===== src/rtl/stopwatch_pkg.sv =====
// Shared definitions for the stopwatch engine: FSM state encoding, the
// fixed digit modulus pattern, the decimal-point mask and the 7-seg encoder.
package stopwatch_pkg;

  // FSM state encoding, kept as plain localparams for legacy compatibility
  typedef logic [1:0] state_t;
  localparam state_t ST_IDLE  = 2'd0;
  localparam state_t ST_RUN   = 2'd1;
  localparam state_t ST_PAUSE = 2'd2;
  localparam state_t ST_LAP   = 2'd3;

  localparam int MAX_DIGITS = 8;

  // Modulus of each time digit, digit 0 first: 10ms,100ms,1s,10s,1m,10m,1h,10h
  localparam int DIGIT_MOD [MAX_DIGITS] = '{10, 10, 10, 6, 10, 6, 10, 10};

  // Decimal point per digit position, active-low: lit on digits 2, 4 and 6
  localparam logic [MAX_DIGITS-1:0] DP_MASK = 8'hAB;

  // Hex to active-low 7-seg, bit order {g,f,e,d,c,b,a}
  function automatic logic [6:0] seg7(input logic [3:0] v);
    logic [6:0] s;
    case (v)
      4'h0: s = 7'h40;
      4'h1: s = 7'h79;
      4'h2: s = 7'h24;
      4'h3: s = 7'h30;
      4'h4: s = 7'h19;
      4'h5: s = 7'h12;
      4'h6: s = 7'h02;
      4'h7: s = 7'h78;
      4'h8: s = 7'h00;
      4'h9: s = 7'h10;
      4'hA: s = 7'h08;
      4'hB: s = 7'h03;
      4'hC: s = 7'h46;
      4'hD: s = 7'h21;
      4'hE: s = 7'h06;
      default: s = 7'h0E;
    endcase
    return s;
  endfunction

endpackage


===== src/rtl/sw_digit_cell.sv =====
// One mod-M BCD time digit. carry flags the terminal value so the parent
// can build the ripple-enable chain without knowing each digit's modulus.
module sw_digit_cell
  import stopwatch_pkg::*;
#(
  parameter int M = 10
) (
  input  logic       clk,
  input  logic       reset,
  input  logic       clr,
  input  logic       inc,
  output logic [3:0] q,
  output logic       carry
);

  assign carry = (q == 4'(M - 1));

  // Digit register: synchronous clear wins over increment, wrap at M-1
  always_ff @(posedge clk or negedge reset) begin
    if (!reset) begin
      q <= 4'd0;
    end else if (clr) begin
      q <= 4'd0;
    end else if (inc) begin
      q <= carry ? 4'd0 : q + 4'd1;
    end
  end

endmodule


===== src/rtl/stopwatch_core.sv =====
// Stopwatch engine: run/pause/lap/clear FSM, tick prescaler, cascaded time
// digits, lap snapshot register and a free-running 7-seg display scanner.
module stopwatch_core
  import stopwatch_pkg::*;
#(
  parameter int CLK_HZ     = 100_000_000,
  parameter int TICK_HZ    = 100,
  parameter int SCAN_HZ    = 1000,
  parameter int NUM_DIGITS = 8,
  parameter int WRAP       = 1
) (
  input  logic                    clk,
  input  logic                    reset,
  input  logic                    start_stop,
  input  logic                    clear,
  input  logic                    lap,
  output logic [NUM_DIGITS-1:0]   AN,
  output logic [7:0]              SEG,
  output logic [4*NUM_DIGITS-1:0] bcd_out,
  output logic                    running,
  output logic                    overflow
);

  localparam int DIV  = CLK_HZ / TICK_HZ;
  localparam int SDIV = CLK_HZ / SCAN_HZ;
  localparam int PW   = (DIV > 1) ? $clog2(DIV) : 1;
  localparam int SPW  = (SDIV > 1) ? $clog2(SDIV) : 1;

  state_t                  state, next_state;
  logic [PW-1:0]           presc;
  logic [SPW-1:0]          spresc;
  logic [2:0]              idx;
  logic                    active, tick, full, hold_max, do_clear, spulse;
  logic [NUM_DIGITS:0]     chain;
  logic [NUM_DIGITS-1:0]   carry, inc;
  logic [3:0]              dq [NUM_DIGITS];
  logic [4*NUM_DIGITS-1:0] live;
  logic [3:0]              nib [MAX_DIGITS];

  assign active   = (state == ST_RUN) || (state == ST_LAP);
  assign tick     = active && (presc == PW'(DIV - 1));
  assign full     = tick && chain[NUM_DIGITS];
  assign hold_max = full && (WRAP == 0);
  assign do_clear = (state == ST_PAUSE) && clear;
  assign spulse   = (spresc == SPW'(SDIV - 1));
  assign chain[0] = 1'b1;

  // Next state: clear > start_stop > lap, only pulses valid in the state act;
  // a saturating full count forces PAUSE regardless of pulses
  always_comb begin
    next_state = state;
    case (state)
      ST_IDLE:  if (start_stop) next_state = ST_RUN;
      ST_RUN:   if (hold_max || start_stop) next_state = ST_PAUSE;
                else if (lap) next_state = ST_LAP;
      ST_LAP:   if (hold_max || start_stop) next_state = ST_PAUSE;
                else if (lap) next_state = ST_RUN;
      default:  if (clear) next_state = ST_IDLE;
                else if (start_stop) next_state = ST_RUN;
    endcase
  end

  // State register plus registered running flag derived from the next state
  always_ff @(posedge clk or negedge reset) begin
    if (!reset) begin
      state   <= ST_IDLE;
      running <= 1'b0;
    end else begin
      state   <= next_state;
      running <= (next_state == ST_RUN) || (next_state == ST_LAP);
    end
  end

  // Tick prescaler: advances only while counting, holds in PAUSE for exact resume
  always_ff @(posedge clk or negedge reset) begin
    if (!reset) begin
      presc <= '0;
    end else if (do_clear) begin
      presc <= '0;
    end else if (active) begin
      presc <= tick ? '0 : presc + PW'(1);
    end
  end

  // Sticky full-count flag, only dropped by clear from PAUSE or reset
  always_ff @(posedge clk or negedge reset) begin
    if (!reset) begin
      overflow <= 1'b0;
    end else if (do_clear) begin
      overflow <= 1'b0;
    end else if (full) begin
      overflow <= 1'b1;
    end
  end

  genvar g;
  generate
    for (g = 0; g < NUM_DIGITS; g++) begin : g_digit
      assign chain[g+1]     = chain[g] & carry[g];
      assign inc[g]         = tick && chain[g] && !hold_max;
      assign live[4*g +: 4] = dq[g];
      sw_digit_cell #(.M(DIGIT_MOD[g])) u_cell (
        .clk   (clk),
        .reset (reset),
        .clr   (do_clear),
        .inc   (inc[g]),
        .q     (dq[g]),
        .carry (carry[g])
      );
    end
    for (g = 0; g < MAX_DIGITS; g++) begin : g_nib
      if (g < NUM_DIGITS) begin : g_used
        assign nib[g] = bcd_out[4*g +: 4];
      end else begin : g_pad
        assign nib[g] = 4'd0;
      end
    end
  endgenerate

  // Display value: follows the live count except while a lap snapshot is shown
  always_ff @(posedge clk or negedge reset) begin
    if (!reset) begin
      bcd_out <= '0;
    end else if (state != ST_LAP) begin
      bcd_out <= live;
    end
  end

  // Scanner: own prescaler, digit index and registered AN/SEG updated together
  always_ff @(posedge clk or negedge reset) begin
    if (!reset) begin
      spresc <= '0;
      idx    <= 3'd0;
      AN     <= '1;
      SEG    <= 8'hFF;
    end else if (spulse) begin
      spresc <= '0;
      idx    <= (idx == 3'(NUM_DIGITS - 1)) ? 3'd0 : idx + 3'd1;
      AN     <= ~(NUM_DIGITS'(1) << idx);
      SEG    <= {DP_MASK[idx], seg7(nib[idx])};
    end else begin
      spresc <= spresc + SPW'(1);
    end
  end

endmodule


===== config.mk =====
export PLATFORM = sky130hd
export DESIGN_NAME = stopwatch_core
export DESIGN_NICKNAME = d
export VERILOG_FILES = /design/src/rtl/stopwatch_pkg.sv /design/src/rtl/sw_digit_cell.sv /design/src/rtl/stopwatch_core.sv
export SDC_FILE = /design/constraint.sdc
export NUM_CORES = 1
export LEC_CHECK = 0
export ABC_AREA = 1
export ABC_CLOCK_PERIOD_IN_PS = 2600
export CORE_UTILIZATION = 59
export CTS_CLUSTER_DIAMETER = 120
export DETAILED_ROUTE_END_ITERATION = 6
export PLACE_DENSITY_LB_ADDON = 0.1
export SYNTH_ARGS = -nofsm -noshare
export SYNTH_HDL_FRONTEND = slang
export SYNTH_SLANG_ARGS = --single-unit

===== constraint.sdc =====
create_clock -name clk -period 2.6 [get_ports clk]
set_clock_uncertainty 0.05 [all_clocks]
set_input_delay 0.39 -clock clk [delete_from_list [all_inputs] [get_ports clk]]
set_output_delay 0.39 -clock clk [all_outputs]
set_load 0.01 [all_outputs]

==> results.sh <==
export IMPL_synthesis_nets=925
export IMPL_insertion_delay_ns=0.43
export IMPL_rsz0062_at_grt="false"
export IMPL_areaGrowthSynthToFinish_pct=19.2
export IMPL_row_count=39
export IMPL_clock_path_buffers=2
export IMPL_synthMuxAreaShare_pct=0
export IMPL_switching_share_pct=28.0
export IMPL_power_leakage_nw=4.02
export IMPL_drt_total_wl_mm=16.5
export IMPL_layout_common_cells="nand2_1, inv_1, dfrtp_1"
export IMPL_r2r_setup_slack_ns=0.48
export IMPL_finalWorstSetupSlack_ns=0.484
export IMPL_die_area_um2=12300
export IMPL_ys_types=43
export IMPL_setup_violations=0
export IMPL_vias_per_cell=5.53
export IMPL_first_pass_iters=7
export IMPL_setup_tns_final_ns=0
export IMPL_status="complete, but fails checks"
export IMPL_grt_util_met3_pct=6.23
export IMPL_hpwl_mm=11.7
export IMPL_n_fill_cell=899
export IMPL_drcViolationCount=10
export IMPL_critPathRequiredTime_ns=2.90
export IMPL_finalWeightedCongestion=0.920
export IMPL_tightestPinTransition_ns=0.647
export IMPL_internal_power_mw=4.36
export IMPL_antenna_found_initial=0
export IMPL_gr_usage_met1_pct=38.1
export IMPL_worstSetupEndpointType="flip-flop"
export IMPL_layout_nets=985
export IMPL_p_sw_mw=1.69
export IMPL_yosys_area_share_xor_xnor_pct=3.63
export IMPL_regArea_um2=3120
export IMPL_mappedNetlistArea_um2=7010
export IMPL_clock_sinks=124
export IMPL_vdd_ir_drop_max_v=0.00107
export IMPL_synth_adder_area_share_pct=5.36
export IMPL_post_route_min_period_ns=2.12
export IMPL_post_cts_buffers=0
export IMPL_synth_edf_count=0
export IMPL_worstSetupStartpointType="flip-flop"
export IMPL_path_max_fanout=15
export IMPL_cts_buffers=17
export IMPL_worstSetupPathType="reg2reg"
export IMPL_overflow=0
export IMPL_synth_compound_area_share_pct=6.50
export IMPL_core_area_um2=11500
export IMPL_post_cts_resized=0
export IMPL_grt_max_degree=125
export IMPL_cts_max_level=4
export IMPL_power_frac_clock_pct=46.4
export IMPL_r2r_start="idx[0]$_DFFE_PN0N_"
export IMPL_powerDensity_nw_per_um2=724
export IMPL_grt_pass1_wl_mm=28.5
export IMPL_grtUsageTotal_pct=29.3
export IMPL_cts_root_buffer="clkbuf_16"
export IMPL_drive_gt1_share_pct=10.4
export IMPL_multi_input_area_um2=3290
export IMPL_pre_cts_slack_ns=0.488
export IMPL_avgSynthCellArea_um2=7.87
export IMPL_die_y_um=111
export IMPL_synthSimpleGateAreaFrac_pct=31.5
export IMPL_finalHoldViolations=0
export IMPL_cts_hold_buffers=0
export IMPL_fin_crit_sh_pct=81.4
export IMPL_vias=6117
export IMPL_busiest_layer="met2"
export IMPL_slew_viol_final=0
export IMPL_portBuffers=54
export IMPL_grt_pass1_vias=6073
export IMPL_dp_cells=1074
export IMPL_violations="DRC"
export IMPL_p_total_mw=6.05
export IMPL_stdcell_count=1106
export IMPL_io_pins=55
export IMPL_cp_endpoint="SEG[3]$_DFFE_PN1N_"
export IMPL_yosys_warnings=0
export IMPL_crit_start="idx[0]$_DFFE_PN0N_"
export IMPL_synthArstFlopShare_pct=100
export IMPL_wl_per_cell_um=14.9
export IMPL_start_util_pct=60.8
export IMPL_timing_fmax_mhz=473
export IMPL_die_x_um=111
export IMPL_cts_tree="built"
export IMPL_reg2reg_to="SEG[3]$_DFFE_PN1N_"
export IMPL_p_comb_share_pct=17.1
export IMPL_met2_usage_pct=47.8
export IMPL_power_frac_seq_pct=36.6
export IMPL_antenna_left=0
export IMPL_synth_flop_cell="dfrtp_1"
export IMPL_clk_pin_slew_ns=0.05
export IMPL_seq_area_frac_synth_pct=44.6
export IMPL_slew_headroom_pct=56.9
export IMPL_antenna_diode_count=0
export IMPL_synth_top_family_by_area="simple AND/OR/NAND/NOR gates"
export IMPL_ys_ff_latch=124
export IMPL_hold_class="in2async"
export IMPL_maxCapViolCount=0
export IMPL_final_common_cell="nand2_1"
export IMPL_netlist_instances=890
export IMPL_cp_arrival_ns=2.42
export IMPL_drt_initial_drc_count=532
export IMPL_reg2reg_depth=13
cell type report:
cell class | instances | share of cell area [%]
multi-input cells | 626 | 39.4
flip-flops and latches | 124 | 37.4
repair buffers | 60 | 7.13
inverters | 121 | 5.53
clock buffers | 21 | 5.51
clock inverters | 11 | 2.85
well taps | 143 | 2.14
logic make-up (layout without fill, tap and decap cells):
kind of cell | Yosys count | in the layout
flops | 124 | 124
simple gates | 480 | 480
buf+inv | 140 | 213
fa+ha+maj | 30 | 30
xor+xnor | 29 | 29
compound gates | 87 | 87
critical path, cell delays in order (launching register included):
cell and delay, ns:
dfrtp_1 0.48, buf_4 0.26, nand2_1 0.07, nand3_1 0.08, nand2_1 0.07, o21ai_2 0.24, inv_1 0.13, ha_1 0.24
nand3_1 0.13, nand2_1 0.07, nand2_1 0.05, nand2_1 0.06, nand2_1 0.06, nand2_1 0.05
power groups by stage:
| stage | clock, mW | combinational (mW) | sequential (mW) |
|---|---|---|---|
| floorplan | 0 | 0.690 | 2.23 |
| global placement | 0 | 0.988 | 2.23 |
| detailed placement | 0 | 1.03 | 2.24 |
| CTS | 2.84 | 1.04 | 2.21 |
| global route | 2.93 | 1.18 | 2.23 |
| finish | 2.80 | 1.03 | 2.21 |
synthesized netlist by cell type, types with 10 or more instances:
library cell | count | share of area (%)
inv_1 | 108 | 5.8
inv_2 | 10 | 0.54
nand4_1 | 19 | 1.7
nand3_1 | 88 | 6.3
dfrtp_1 | 108 | 39
nor2_1 | 90 | 4.8
ha_1 | 30 | 5.4
o21ai_1 | 16 | 1.1
nand2_1 | 221 | 12
dfstp_2 | 16 | 6.0
nor3_1 | 17 | 1.2
xor2_1 | 23 | 2.9
o21ai_0 | 54 | 3.9
state kept, by name, summed over array words and instances, names as in the netlist:
| signal | cells |
|---|---|
| bcd_out | 32 |
| g_digit.u_cell.q | 32 |
| presc | 20 |
| spresc | 17 |
| AN | 8 |
| SEG | 8 |
| idx | 3 |
| state | 2 |
| overflow | 1 |
| running | 1 |
per-layer routing:
| layer | up-vias | share of wire [%] |
|---|---|---|
| met5 | - | 0 |
| met4 | 0 | 2.3 |
| met3 | 33 | 4.9 |
| met2 | 193 | 49 |
| met1 | 2924 | 44 |
| li1 | 2967 | - |
per-stage QoR:
stage / area [um2] / hold WS (ns) / utilization (%)
after CTS: 8350 / 0.0451 / 72.5
final: 8350 / 0.0250 / 72.5
after global placement: 7650 / 0.394 / 66.4
after floorplan: 7010 / 0.0444 / -
after global routing: 8350 / 0.0823 / 72.5
after detailed placement: 7650 / 0.411 / 66.4
how the worst min path moves through the flow:
stage	startpoint	to	slack, ns	cells after the start
2_1_floorplan	reset	bcd_out[0]$_DFFE_PN0P_	0.04	0
3_3_place_gp	spresc[0]$_DFF_PN0_	spresc[0]$_DFF_PN0_	0.39	1
3_5_place_dp	spresc[0]$_DFF_PN0_	spresc[0]$_DFF_PN0_	0.41	1
4_1_cts	reset	spresc[11]$_DFF_PN0_	0.05	2
5_1_grt	reset	spresc[3]$_DFF_PN0_	0.08	2
6_report	reset	spresc[14]$_DFF_PN0_	0.03	2
Power figures use the tool's default switching activity.
